$ cat src/rtl/mw93_pkg.sv
// mw93_pkg: opcodes, state encoding and default sizes for the Microwire responder
package mw93_pkg;
  localparam int ADDR_W_DEF = 6;
  localparam int DATA_W_DEF = 16;
  localparam int WR_BUSY_DEF = 16;
  localparam logic [1:0] OP_EXT = 2'b00;
  localparam logic [1:0] OP_WRITE = 2'b01;
  localparam logic [1:0] OP_READ = 2'b10;
  localparam logic [1:0] OP_ERASE = 2'b11;
  localparam logic [1:0] EX_EWDS = 2'b00;
  localparam logic [1:0] EX_WRAL = 2'b01;
  localparam logic [1:0] EX_ERAL = 2'b10;
  localparam logic [1:0] EX_EWEN = 2'b11;
  typedef enum logic [2:0] {IDLE, OPCODE, ADDR, RD_DATA, WR_DATA, WAIT_CSL, PROG} state_t;
endpackage

$ cat src/rtl/mw93_sync.sv
// mw93_sync: 2-flop synchronizer with rise/fall detect on the synced level
module mw93_sync #(
  parameter int W = 1
) (
  input  logic         clk,
  input  logic         rst_n,
  input  logic [W-1:0] d,
  output logic [W-1:0] q,
  output logic [W-1:0] rise,
  output logic [W-1:0] fall
);
  logic [W-1:0] s1, s2, s3;
  always_ff @(posedge clk or negedge rst_n)
    if (!rst_n) {s1, s2, s3} <= '0;
    else {s1, s2, s3} <= {d, s1, s2};
  assign q = s2;
  assign rise = s2 & ~s3;
  assign fall = ~s2 & s3;
endmodule

$ cat src/rtl/mw93_responder.sv
// mw93_responder: 93C46-style Microwire slave serving reads/writes from an external word RAM
module mw93_responder
  import mw93_pkg::*;
#(
  parameter int ADDR_W = ADDR_W_DEF,
  parameter int DATA_W = DATA_W_DEF,
  parameter int WR_BUSY_CYCLES = WR_BUSY_DEF
) (
  input  logic              clk,
  input  logic              rst_n,
  input  logic              cs_i,
  input  logic              sk_i,
  input  logic              di_i,
  output logic              do_o,
  output logic              do_oe,
  output logic [ADDR_W-1:0] mem_addr,
  output logic              mem_rd_en,
  input  logic [DATA_W-1:0] mem_rdata,
  output logic              mem_wr_en,
  output logic [DATA_W-1:0] mem_wdata,
  output logic              busy_o
);
  localparam int CNT_W = $clog2(ADDR_W + DATA_W + 1);
  localparam int PC_W = $clog2((1 << ADDR_W) + WR_BUSY_CYCLES + 1);
  state_t state, nstate, addr_done;
  logic cs_q, cs_rise, cs_fall, sk_q, sk_rise, sk_fall, di_q, di_rise, di_fall;
  logic unused_sync;
  logic sk_up, last, bulk_op;
  logic [CNT_W-1:0] cnt;
  logic [1:0] op, ext;
  logic [ADDR_W-1:0] addr_q, a_nxt;
  logic [DATA_W-1:0] sh, wdata_q;
  logic wel, bulk, req, rdy, rd_q, rd_d, dout_q;
  logic [PC_W-1:0] pcnt, wr_n, prog_end;
  mw93_sync u_cs (.clk(clk), .rst_n(rst_n), .d(cs_i), .q(cs_q), .rise(cs_rise), .fall(cs_fall));
  mw93_sync u_sk (.clk(clk), .rst_n(rst_n), .d(sk_i), .q(sk_q), .rise(sk_rise), .fall(sk_fall));
  mw93_sync u_di (.clk(clk), .rst_n(rst_n), .d(di_i), .q(di_q), .rise(di_rise), .fall(di_fall));
  assign unused_sync = ^{cs_rise, sk_q, sk_fall, di_rise, di_fall};
  assign sk_up = sk_rise & cs_q;
  assign a_nxt = {addr_q[ADDR_W-2:0], di_q};
  assign ext = a_nxt[ADDR_W-1 -: 2];
  assign bulk_op = op == OP_EXT && (ext == EX_ERAL || ext == EX_WRAL);
  assign last = (state == OPCODE) ? cnt == CNT_W'(1) :
                (state == ADDR) ? cnt == CNT_W'(ADDR_W - 1) : cnt == CNT_W'(DATA_W - 1);
  assign addr_done = (op == OP_READ) ? RD_DATA :
                     (op == OP_WRITE || (op == OP_EXT && ext == EX_WRAL)) ? WR_DATA : WAIT_CSL;
  assign wr_n = bulk ? PC_W'(1 << ADDR_W) : PC_W'(1);
  assign prog_end = wr_n + PC_W'(WR_BUSY_CYCLES) - PC_W'(1);
  always_ff @(posedge clk or negedge rst_n)
    if (!rst_n) state <= IDLE;
    else state <= nstate;
  always_comb begin
    nstate = state;
    if (state == PROG)
      nstate = (pcnt == prog_end) ? IDLE : PROG;
    else if (cs_fall)
      nstate = (state == WAIT_CSL && req && wel) ? PROG : IDLE;
    else if (sk_up)
      nstate = (state == IDLE && di_q) ? OPCODE :
               (state == OPCODE && last) ? ADDR :
               (state == ADDR && last) ? addr_done :
               (state == WR_DATA && last) ? WAIT_CSL : state;
  end
  always_comb begin
    do_o = (state == RD_DATA) ? dout_q : (state == IDLE) && rdy;
    busy_o = state == PROG;
    mem_wr_en = state == PROG && pcnt < wr_n;
    mem_addr = (state == PROG && bulk) ? pcnt[ADDR_W-1:0] : addr_q;
  end
  assign do_oe = cs_q;
  assign mem_rd_en = rd_q;
  assign mem_wdata = wdata_q;
  always_ff @(posedge clk or negedge rst_n)
    if (!rst_n) begin
      cnt <= '0;
      op <= '0;
      addr_q <= '0;
      sh <= '0;
      wdata_q <= '0;
      dout_q <= 1'b0;
      wel <= 1'b0;
      bulk <= 1'b0;
      req <= 1'b0;
      rdy <= 1'b0;
      rd_q <= 1'b0;
      rd_d <= 1'b0;
      pcnt <= '0;
    end else begin
      rd_q <= 1'b0;
      rd_d <= rd_q;
      pcnt <= (state == PROG) ? pcnt + PC_W'(1) : '0;
      if (rd_d) sh <= mem_rdata;
      if (state == PROG && nstate == IDLE) rdy <= 1'b1;
      if (sk_up) begin
        cnt <= (state == IDLE || last) ? '0 : cnt + CNT_W'(1);
        case (state)
          IDLE: rdy <= rdy & ~di_q;
          OPCODE: op <= {op[0], di_q};
          ADDR: begin
            addr_q <= a_nxt;
            if (last) begin
              rd_q <= op == OP_READ;
              dout_q <= 1'b0;
              bulk <= op == OP_EXT;
              req <= op == OP_WRITE || op == OP_ERASE || bulk_op;
              wdata_q <= (op == OP_ERASE || op == OP_EXT) ? '1 : wdata_q;
              wel <= (op != OP_EXT) ? wel : (ext == EX_EWEN) ? 1'b1 : (ext == EX_EWDS) ? 1'b0 : wel;
            end
          end
          RD_DATA: begin
            dout_q <= sh[DATA_W-1];
            sh <= sh << 1;
            if (last) begin
              addr_q <= addr_q + ADDR_W'(1);
              rd_q <= 1'b1;
            end
          end
          WR_DATA: wdata_q <= {wdata_q[DATA_W-2:0], di_q};
          default: ;
        endcase
      end
    end
endmodule
$ cat config.mk
export PLATFORM = sky130hd
export DESIGN_NAME = mw93_responder
export DESIGN_NICKNAME = d
export VERILOG_FILES = /design/src/rtl/mw93_pkg.sv /design/src/rtl/mw93_sync.sv /design/src/rtl/mw93_responder.sv
export SDC_FILE = /design/constraint.sdc
export NUM_CORES = 1
export LEC_CHECK = 0
export BUFFER_PORTS_ARGS = -buffer_cell sky130_fd_sc_hd__buf_4
export CAP_MARGIN = 5
export CORE_MARGIN = 1
export CORE_UTILIZATION = 50
export DETAILED_ROUTE_END_ITERATION = 10
export GPL_ROUTABILITY_DRIVEN = 0
export PLACE_DENSITY = 0.71
export SLEW_MARGIN = 15
export SYNTH_ARGS = -nofsm -noshare
export SYNTH_HDL_FRONTEND = slang
export SYNTH_SLANG_ARGS = --single-unit
$ cat constraint.sdc
create_clock -name clk -period 2.3 [get_ports clk]
set_input_delay 0.23 -clock clk [delete_from_list [all_inputs] [get_ports clk]]
set_output_delay 0.23 -clock clk [all_outputs]
set_load 0.05 [all_outputs]
### Yosys cells after proc, flatten, opt, wreduce, memory -nomap -nowiden

Cells that the tools add are included.

| storage, ports and cells | value |
|---|---|
| flip-flop bits (word level) | 70 |
| latch bits | 0 |
| memory bits (writable) | 0 |
| memory bits (read-only) | 0 |
| bits of input ports | 21 |
| output and inout port bits | 27 |
| word-level logic and storage cells | 124 |
| memories | 0 |

| cells by class | value |
|---|---|
| add/subtract/negate cells | 5 |
| multiply operators | 0 |
| divide/modulo/power cells | 0 |
| magnitude comparators | 1 |
| equal/unequal tests | 19 |
| shifts and indexed selects | 0 |
| mux-type cells | 37 |
| bitwise logic cells | 8 |
| reductions and logical operators | 32 |

Operator list:

| cell | count |
|---|---|
| $mux W16 | 5 |
| $pmux W16 S2 | 1 |
| $mux W3 | 10 |
| $mux W7 | 2 |
| $mux W1 | 13 |
| $logic_and A1 B1 Y1 | 12 |
| $mux W6 | 2 |
| $pmux W6 S2 | 1 |
| $eq A3 B3 Y1 const B | 3 |
| $reduce_and A3 Y1 | 3 |
| $eq A2 B2 Y1 const B | 4 |
| $reduce_bool A2 Y1 | 4 |
| $add A7 B1 Y7 const B | 1 |
| $add A7 B5 Y7 const B | 1 |
| $eq A7 B7 Y1 | 1 |
| $lt A7 B7 Y1 | 1 |
| $sub A7 B1 Y7 const B | 1 |
| $add A6 B1 Y6 const B | 1 |
| $eq A3 B2 Y1 const B | 2 |
| $logic_not A3 Y1 | 2 |
| $logic_or A1 B1 Y1 | 6 |
| $add A5 B1 Y5 const B | 1 |
| $eq A5 B1 Y1 const B | 1 |
| $eq A5 B3 Y1 const B | 1 |
| 13 further kinds | 23 |

### Depth between registers and ports, before layout

Gate-level depths: netlist of run 1.

| logic depth | value |
|---|---|
| depth after elaboration | 16 |
| mapped depth | 7 |
| mapped depth without buffers | 7 |

### By module

A second synthesis of run 1 with hierarchy kept.

| second synthesis, totals | value |
|---|---|
| cells, all modules | 348 |
| area, all modules | 3,569.7 µm² |

By module, submodules not included:

| module | instances | cells each | area an instance (µm²) | sequential area each (µm²) |
|---|---|---|---|---|
| mw93_responder | 1 | 333 | 3,299.4 | 1,551.5 |
| mw93_sync | 3 | 5 | 90.1 | 75.1 |

### Worst setup path after synthesis of run 1

OpenSTA, ideal clock, no wires.

| timing | value |
|---|---|
| path type | reg2out |
| start | register (tool-made name) |
| end | output mem_addr[0] |
| arrival | 2.772 ns |
| data required time | 2.070 ns |
| path slack | -0.702 ns |
| stages on the path, launching flop included | 6 |
| buffers on the path | 1 |
| path through | dfrtp_1 clkbuf_1 nand3_1 inv_1 nand2_1 o21ai_0 |

RTL lines:

| what | line | source |
|---|---|---|
| end, declared | mw93_responder.sv:16 | `output logic [ADDR_W-1:0] mem_addr,` |

### Worst setup path after layout of run 1

| timing | value |
|---|---|
| start | register state[0] |
| end | output mem_addr[5] |

| between the ends | value |
|---|---|
| cells in the longest elaborated chain, start to end | 3 |

RTL lines:

| what | line | source |
|---|---|---|
| start, declared | mw93_responder.sv:25 | `state_t state, nstate, addr_done;` |
| start signal, assigned | mw93_responder.sv:51 | `else state <= nstate;` |
| $eq A3 B3 Y1 | mw93_responder.sv:68 | `mem_addr = (state == PROG && bulk) ? pcnt[ADDR_W-1:0] : addr_q;` |
| $logic_and A1 B1 Y1 | mw93_responder.sv:68 |  |
| $mux W6 | mw93_responder.sv:68 |  |

No other way between the ends.

==> impl.org, run 1 <==
** Floorplanning
- The die covers around 7400 um^2.
- Height of the chip :: 86.1 um
- Top Ports :: 48
- Area of the core :: 6790 um^2
- Initial core utilization :: a little over half
- Num rows :: 30
- Overall die width :: 86.1 um

** Finish
- Counting the fill cells in the layout gives 567.
- Leading cell type in the layout, fill and taps excluded :: sky130_fd_sc_hd__dfrtp_1
- Final instance area :: 4320 um^2
- The top cell types in the final layout, fill and taps aside, are 70 x sky130_fd_sc_hd__dfrtp_1, 67 x sky130_fd_sc_hd__nor2_1, 65 x sky130_fd_sc_hd__buf_4.
- From synthesis to final layout, the design area changed by 22.3%.
- Cells with a size suffix above 1 make up 22.0% of the layout.
- Antenna diodes :: 0
- At the end of the flow, the number of nets in the layout was 460.
- Final core utilization :: 63.6%

** Outcome
- Run status :: finished, violations left
- Failing checks :: negative hold slack

** Drt
- Mean routed wirelength per cell :: 14.0 um
- Before antenna repair, the detailed router went through 4 iterations.
- Total routed wirelength :: 7400 um
- Routed via count :: roughly 2,900
- Residual DRC count :: 0
- Residual antenna-violating net count after detailed routing :: 0
- Drt initial violations :: 110
- Post-detailed-route via-to-cell ratio :: 5.48

** Timing
- Setup repair after global routing left no endpoint under its margin.
- Number of max-slew violations in the final report :: 0
- For the pin with the worst max-slew slack, the measured transition is 969 ps.
- Final hold analysis gives a worst-case slack of -17.0 ps.
- In the finished design, the share of the clock period the worst path needs comes to between 90% and 100%.
- The worst pin sits at a relative slew slack of 35.4%.
- Timing would allow up to 465 MHz.
- Final count of negative-setup-slack endpoints :: 0
- The clock arrives with between 8 and 9 ps of skew.
- Final Hold Violating Endpoints :: 7
- The routed design could run at a clock period as short as 2150 ps.

** Clocking
- Max Root-Sink Buffers :: 2
- Post-CTS Setup Inserts :: 0
- The tree is rooted in a sky130_fd_sc_hd__clkbuf_8.
- CTS sink count :: 70
- The H-tree was split into 3 levels.
- Clock latency on the worst-skew pair, taken at its later pin, is between 300 and 400 ps.
- Inserted Clock Buffers :: 9
- Clock tree from TritonCTS :: built
- Clock slew at the register clock pins of the worst setup and hold paths :: 70 ps

** Critical path
- Crit start category :: register
- Worst Path Max Fanout :: 13
- STA classifies the critical path endpoint as a primary output.
- The critical path is of the register to primary output type.
- Data on the critical path is required at its endpoint by ~2100 ps.
- For the worst setup path, the data arrival time is approximately 1900 ps.

** Logic synthesis
- Of the synthesized area, sequential elements account for 49.5%.
- Of all flip-flops after synthesis, the portion carrying an async set or reset was 100%.
- Counting flops and latches in the post-synthesis netlist gives 70.
- Counting flops with a built-in enable in the synthesized netlist gives 0.
- The cell count after synthesis came out at 369.
- Post-Synthesis Mean Instance Area :: approximately 9.6 um^2
- Number of distinct library cells after synthesis :: 47
- Synthesis produced a netlist with a net count of 401.
- In this run the cell area of the synthesized design comes to 3540 um^2.
- For this run, the number of Yosys warnings is 0.
- For this run, the leading register cell type out of synthesis is sky130_fd_sc_hd__dfrtp_1.

** Place
- After detailed placement, the total cell area comes to 4060 um^2.
- Port Buf Inserts :: 47
- Detailed Place HPWL :: 5140 um

** GRT
- Initial antenna violation count :: 0
- Summed over all layers, the global routing overflow is 0.
- The first global-routing pass estimated 12,700 um of wire.
- Via count of the first global-routing pass :: between 2,000 and 3,000
- Overall routing resource usage :: between 20% and 30%
- Maximum number of pins on one net before global-route repair :: just over 70

** Pwr
- VDD IR-drop max :: 0.000592 V
- Power spread over the standard cell area amounts to 838 nW/um^2.
- The analysis attributes to cell leakage a power of 1.95 nW.

** Flow run
- Across the run, the number of max-cap violations was 0.

** Min path
- The tightest min-delay check is of the input pin to asynchronous set/reset pin type.
## cell families after synthesis
family / share of synthesized area, %
and+or+nand+nor: 18.2
adders and majority gates: 3.89
buffers and inverters: 3.72
xor gates and xnor gates: 1.49
muxes: 7.96
DFF: 49.5
AOI/OAI and AO/OA: 15.2
## layout make-up
class                           instances  area (um^2)  area share, %
Multi-Input combinational cell        268         1670           38.6
Clock buffer                           11          151           3.50
Sequential cell                        70         1750           40.5
Clock inverter                          4         70.1           1.62
Inverter                               11         41.3          0.955
Tap cell                               96          120           2.78
Timing Repair Buffer                   68          518           12.0
## per-layer routing
metal  vias to the layer above  wire, um  track usage [%]
li1                       1407         -                -
met1                      1402      3380             27.6
met2                        63      3550             35.9
met3                        21       251             4.43
met4                         0       226             12.9
met5                         -         0                0
## sequential cells by signal, indices dropped and copies added, names as in the netlist, 2 cells and up, named ones only
signal	cells
sh	16
op	2
mem_wdata	16
addr_q	6
cnt	5
pcnt	7
## path summary, 6_finish.rpt
path	to	depth (start not counted)	startpoint	slack, ps
max	mem_addr[5]	7	state[0]$_DFF_PN0_	150
min	pcnt[0]$_DFF_PN0_	1	rst_n	-20
max reg2reg	req$_DFFE_PN0P_	5	register	160
min reg2reg	u_cs.q$_DFF_PN0_	0	u_cs.s1$_DFF_PN0_	360
max in group asynchronous	cnt[4]$_DFFE_PN0P_	1	rst_n	1750
min in group clk	sh[0]$_DFF_PN0_	3	mem_rdata[0]	170
## where the power goes
part	switching (W)	total (W)	internal [W]	leakage, nW
logic	0.000598	0.000976	0.000378	0.964
clock network	0.000447	0.00111	0.000660	0.115
registers	0.000145	0.00154	0.00139	0.868
## what timing repair did
item / CTS / global route
setup endpoints to repair: 0 / 23
hold endpoints to repair: 3 / 0
hold buffers: 3 / 0
gates resized for setup: 0 / 2
## critical path: stages, from the launching register on
cell	delay [ps]
sky130_fd_sc_hd__dfrtp_1	400
sky130_fd_sc_hd__buf_4	200
sky130_fd_sc_hd__inv_1	80
sky130_fd_sc_hd__nand3_1	110
sky130_fd_sc_hd__inv_1	70
sky130_fd_sc_hd__nand2_2	160
sky130_fd_sc_hd__mux2_2	360
sky130_fd_sc_hd__buf_4	190
## stage by stage
step	power (W)	instances	worst slack, ps	setup TNS [ps]
after floorplan	0.00222	369	-93.9	-262
after global placement	0.00250	510	94.7	0
after detailed placement	0.00253	510	147	0
after CTS	0.00366	528	40.0	0
after global routing	0.00383	528	3.59	0
final	0.00362	528	151	0
## synthesized netlist by cell type (3+ instances only)
| master | n | share of area, % |
|---|---|---|
| sky130_fd_sc_hd__clkbuf_1 | 17 | 1.8 |
| sky130_fd_sc_hd__mux2_2 | 7 | 2.2 |
| sky130_fd_sc_hd__o211ai_1 | 5 | 1.1 |
| sky130_fd_sc_hd__xor2_1 | 4 | 0.99 |
| sky130_fd_sc_hd__a21oi_1 | 48 | 6.8 |
| sky130_fd_sc_hd__nand2_1 | 20 | 2.1 |
| sky130_fd_sc_hd__or3_1 | 3 | 0.53 |
| sky130_fd_sc_hd__o21ai_0 | 17 | 2.4 |
| sky130_fd_sc_hd__nand4_1 | 3 | 0.53 |
| sky130_fd_sc_hd__dfrtp_1 | 70 | 50 |
| sky130_fd_sc_hd__nor3_1 | 7 | 0.99 |
| sky130_fd_sc_hd__ha_1 | 11 | 3.9 |
| sky130_fd_sc_hd__nand3_1 | 12 | 1.7 |
| sky130_fd_sc_hd__and2_1 | 3 | 0.53 |
| sky130_fd_sc_hd__mux2i_1 | 18 | 5.1 |
| sky130_fd_sc_hd__nor2_1 | 67 | 7.1 |
| sky130_fd_sc_hd__nand2b_1 | 6 | 1.1 |
| sky130_fd_sc_hd__and3b_1 | 3 | 0.74 |
| sky130_fd_sc_hd__inv_1 | 11 | 1.2 |
Power figures use the tool's default switching activity.
==> run 2: changes to the inputs <==
Settings changed: ABC_AREA set to 1, SYNTH_HIERARCHICAL set to 1.
==> impl.org, run 2 <==
** Floorplanning
- Area enclosed by the die boundary :: 7460 um^2 (+0.65%)
- The number of core rows came to 30 (unchanged).
- The core footprint came to 6830 um^2 (+0.55%).
- The chip width is 86.4 um (+0.33%).
- The initial core utilization is 52.1% (+0.062 points).
- Height of the chip :: 86.4 um (+0.33%)
- The I/O pin count came to 48 (unchanged).

** Logic synthesis
- Post-synthesis instance area :: 3560 um^2 (+0.67%)
- The mean cell area of the mapped netlist was 8.88 um^2 (-7.4%).
- The net count of the mapped netlist is 433 (+8.0%).
- Gate count after technology mapping :: 401 (+8.7%)
- The yosys synthesis warning count was 6 (+6).

** GRT
- The first-pass GRT wire length is 12,100 um (-4.7%).
- Total gr overflow :: 0 (unchanged)
- Maximum number of pins on one net before global-route repair :: 71 (unchanged)
- The all-layer global routing usage is 20.8% (-1.3 points).
- The number of global-route vias before repair came to 2,649 (-5.9%).
- Initial antenna violation count :: 0 (unchanged)

** Pwr
- The net switching power of the design was 0.000747 W (-37%).
- The switching fraction of total power was 29.4% (-3.4 points).
- The worst voltage drop across the vdd grid was 0.000452 V (-24%).
- The part of the total power dissipated in combinational logic came to 11.6% (-15 points).
- Sequential share of power :: 51.4% (+8.9 points)
- The part of the power in the clock network came to 37.0% (+6.4 points).
- Internal power of the cells :: 0.00179 W (-26%)
- Areal power density over the cells :: 595 nW/um^2 (-29%)
- The cell leakage power came to 2.03 nW (+4.3%).

** Finish
- The final-stage net count came to 491 (+6.7%).
- Seq. cell area :: 1750 um^2 (unchanged)
- Leading cell type in the layout, fill and taps excluded :: sky130_fd_sc_hd__nand2_1
- Most frequent cells in the layout :: 86 x sky130_fd_sc_hd__nand2_1, 70 x sky130_fd_sc_hd__dfrtp_1, 58 x sky130_fd_sc_hd__inv_1
- Count of placed standard cells in the final layout, fillers left out :: 560 (+6.1%)
- The post-route cell area came to 4260 um^2 (-1.4%).
- Antenna diodes :: 0 (unchanged)
- The number of filler cells placed in the layout came to 621 (+9.5%).
- Share of cells above drive strength 1 :: 22.6% (+0.64 points)
- Relative to the synthesized area, the layout overhead comes to 19.7%.
- Area occupied by multi-input gates :: 1530 um^2 (-8.3%)

** Drt
- Total routed wirelength :: 7110 um (-3.9%)
- The initial DRC count came to 109 (-0.91%).
- The total via count after detailed routing was 2,839 (-1.9%).
- The number of vias per cell after detailed routing came to 5.07 (-7.5%).
- The post-route antenna net violation count was 0 (unchanged).
- The routed wirelength normalized by instance count is 12.7 um (-9.4%).
- Number of iterations in the first detailed-routing pass :: 5 (+1)
- The number of remaining DRC errors is 0 (unchanged).

** Timing
- The number of hold violations in the final report is 12 (+5).
- Time the worst path needs with I/O delays and setup :: 2150 ps (-0.0590 ps)
- The final period utilization was 93.4% (about the same).
- The number of max-slew violations in the final report was 0 (unchanged).
- The max-slew headroom at the worst pin is 42.7% (+7.3 points).
- RSZ-0062 raised after global routing :: false
- The worst hold margin came to -9.50 ps (+7.49 ps).
- Highest clock frequency the design can meet :: 465 MHz (about the same)
- Transition at the pin with the smallest max-transition slack :: 859 ps (-109 ps)
- Final count of negative-setup-slack endpoints :: 0 (unchanged)
- Clock tree skew after final layout :: 10.6 ps (+1.76 ps)

** Critical path
- The largest fanout of any net on the critical path came to 4 (-9).
- Crit path arrival time :: 1920 ps (about the same)
- Data required time of the critical path :: 2070 ps (about the same)
- Endpoint type of the worst setup path :: primary output
- Crit start category :: register
- The critical path is of the register to primary output type.

** Clocking
- Root Buffer :: sky130_fd_sc_hd__clkbuf_8
- The register clock-pin slew on the reported worst setup and hold paths is 80 ps (about the same).
- TritonCTS built the clock tree.
- The number of buffers created by CTS is 9 (unchanged).
- H-Tree Depth :: 3 (unchanged)
- The clock sink total was 70 (unchanged).
- Clock Latency Late Sink :: 340 ps (about the same)
- Max Root-Sink Buffers :: 2 (unchanged)

** Flow run
- Max-cap violations :: 0 (unchanged)

** Place
- Placement-stage cell area :: 4010 um^2 (-1.3%)
- Detailed Place HPWL :: 5080 um (-1.1%)
- The count of buffers inserted at the top-level ports was 47 (unchanged).
- Number of cells in the design after placement :: 537 (+5.3%)

** Min path
- Classification of the worst-slack hold path :: input pin to asynchronous set/reset pin

** Outcome
- The flow ran to the end, but the final reports show violations.
- Failing checks :: negative hold slack
-- run 2: cell types whose count changed in the layout (fill, tap and decap cells not counted), moves of 12 or more --
cell | previous run | this run
sky130_fd_sc_hd__a31oi_1 | 0 | 19
sky130_fd_sc_hd__buf_4 | 65 | 53
sky130_fd_sc_hd__a21oi_1 | 48 | 13
sky130_fd_sc_hd__nand2_1 | 19 | 86
sky130_fd_sc_hd__nor2_1 | 67 | 35
sky130_fd_sc_hd__mux2i_1 | 18 | 0
sky130_fd_sc_hd__inv_1 | 11 | 58
-- run 2: layer usage --
layer,routed length (um),up-vias,global-route usage (%)
met1,3300,1323,28.3
li1,-,1446,-
met4,114,0,7.73
met5,0,-,0
met3,231,12,3.62
met2,3470,58,33.6
-- run 2: worst paths after layout --
path	from	slack (ps)	endpoint	depth (start not counted)
hold reg to reg	u_cs/s1$_DFF_PN0_	350	u_cs/q$_DFF_PN0_	0
hold / removal	rst_n	-9	pcnt[4]$_DFF_PN0_	1
min in group clk	mem_rdata[14]	140	sh[14]$_DFF_PN0_	3
setup / recovery	bulk$_DFFE_PN0P_	150	mem_wr_en	7
setup reg to reg	register	360	sh[10]$_DFF_PN0_	8
max in group asynchronous	rst_n	1750	sh[12]$_DFF_PN0_	1
-- run 2: critical path, cell delays in order, from the launching register on --
cell and delay, ps:
sky130_fd_sc_hd__dfrtp_1 420, sky130_fd_sc_hd__inv_1 100, sky130_fd_sc_hd__ha_1 300, sky130_fd_sc_hd__nand2_1 70, sky130_fd_sc_hd__a2111oi_1 270, sky130_fd_sc_hd__buf_4 190, sky130_fd_sc_hd__nor4_4 30, sky130_fd_sc_hd__buf_4 200
-- run 2: per-stage QoR --
step / TNS [ps] / utilization (%) / power (W) / worst slack, ps
after floorplan: -599 / - / 0.00152 / -120
after global placement: 0 / 58.7 / 0.00161 / 406
after detailed placement: 0 / 58.7 / 0.00162 / 368
after CTS: -103 / 61.9 / 0.00257 / -38.9
after global routing: 0 / 62.4 / 0.00266 / 29.7
final: 0 / 62.4 / 0.00254 / 151
-- run 2: power groups by stage --
stage               Clock, W  Combinational (W)  Sequential (W)
CTS                 0.000966           0.000301         0.00130
global route         0.00101           0.000335         0.00131
detailed placement         0           0.000295         0.00133
finish              0.000938           0.000295         0.00130
global placement           0           0.000289         0.00133
floorplan                  0           0.000184         0.00133
-- run 2: layout make-up --
| type | instances | share of cell area (%) |
|---|---|---|
| well taps | 96 | 2.82 |
| clock buffers | 9 | 2.91 |
| clock inverters | 7 | 1.47 |
| inverters | 64 | 5.70 |
| multi-input cells | 258 | 35.9 |
| flip-flops and latches | 70 | 41.1 |
| repair buffers | 56 | 10.0 |
-- run 2: repair_timing --
action	CTS	global route
hold buffers	3	0
resized for setup	0	2
pin swaps	0	1
cloned	0	0
setup buffers	0	4
setup endpoints to repair	5	7
hold endpoints to repair	3	0
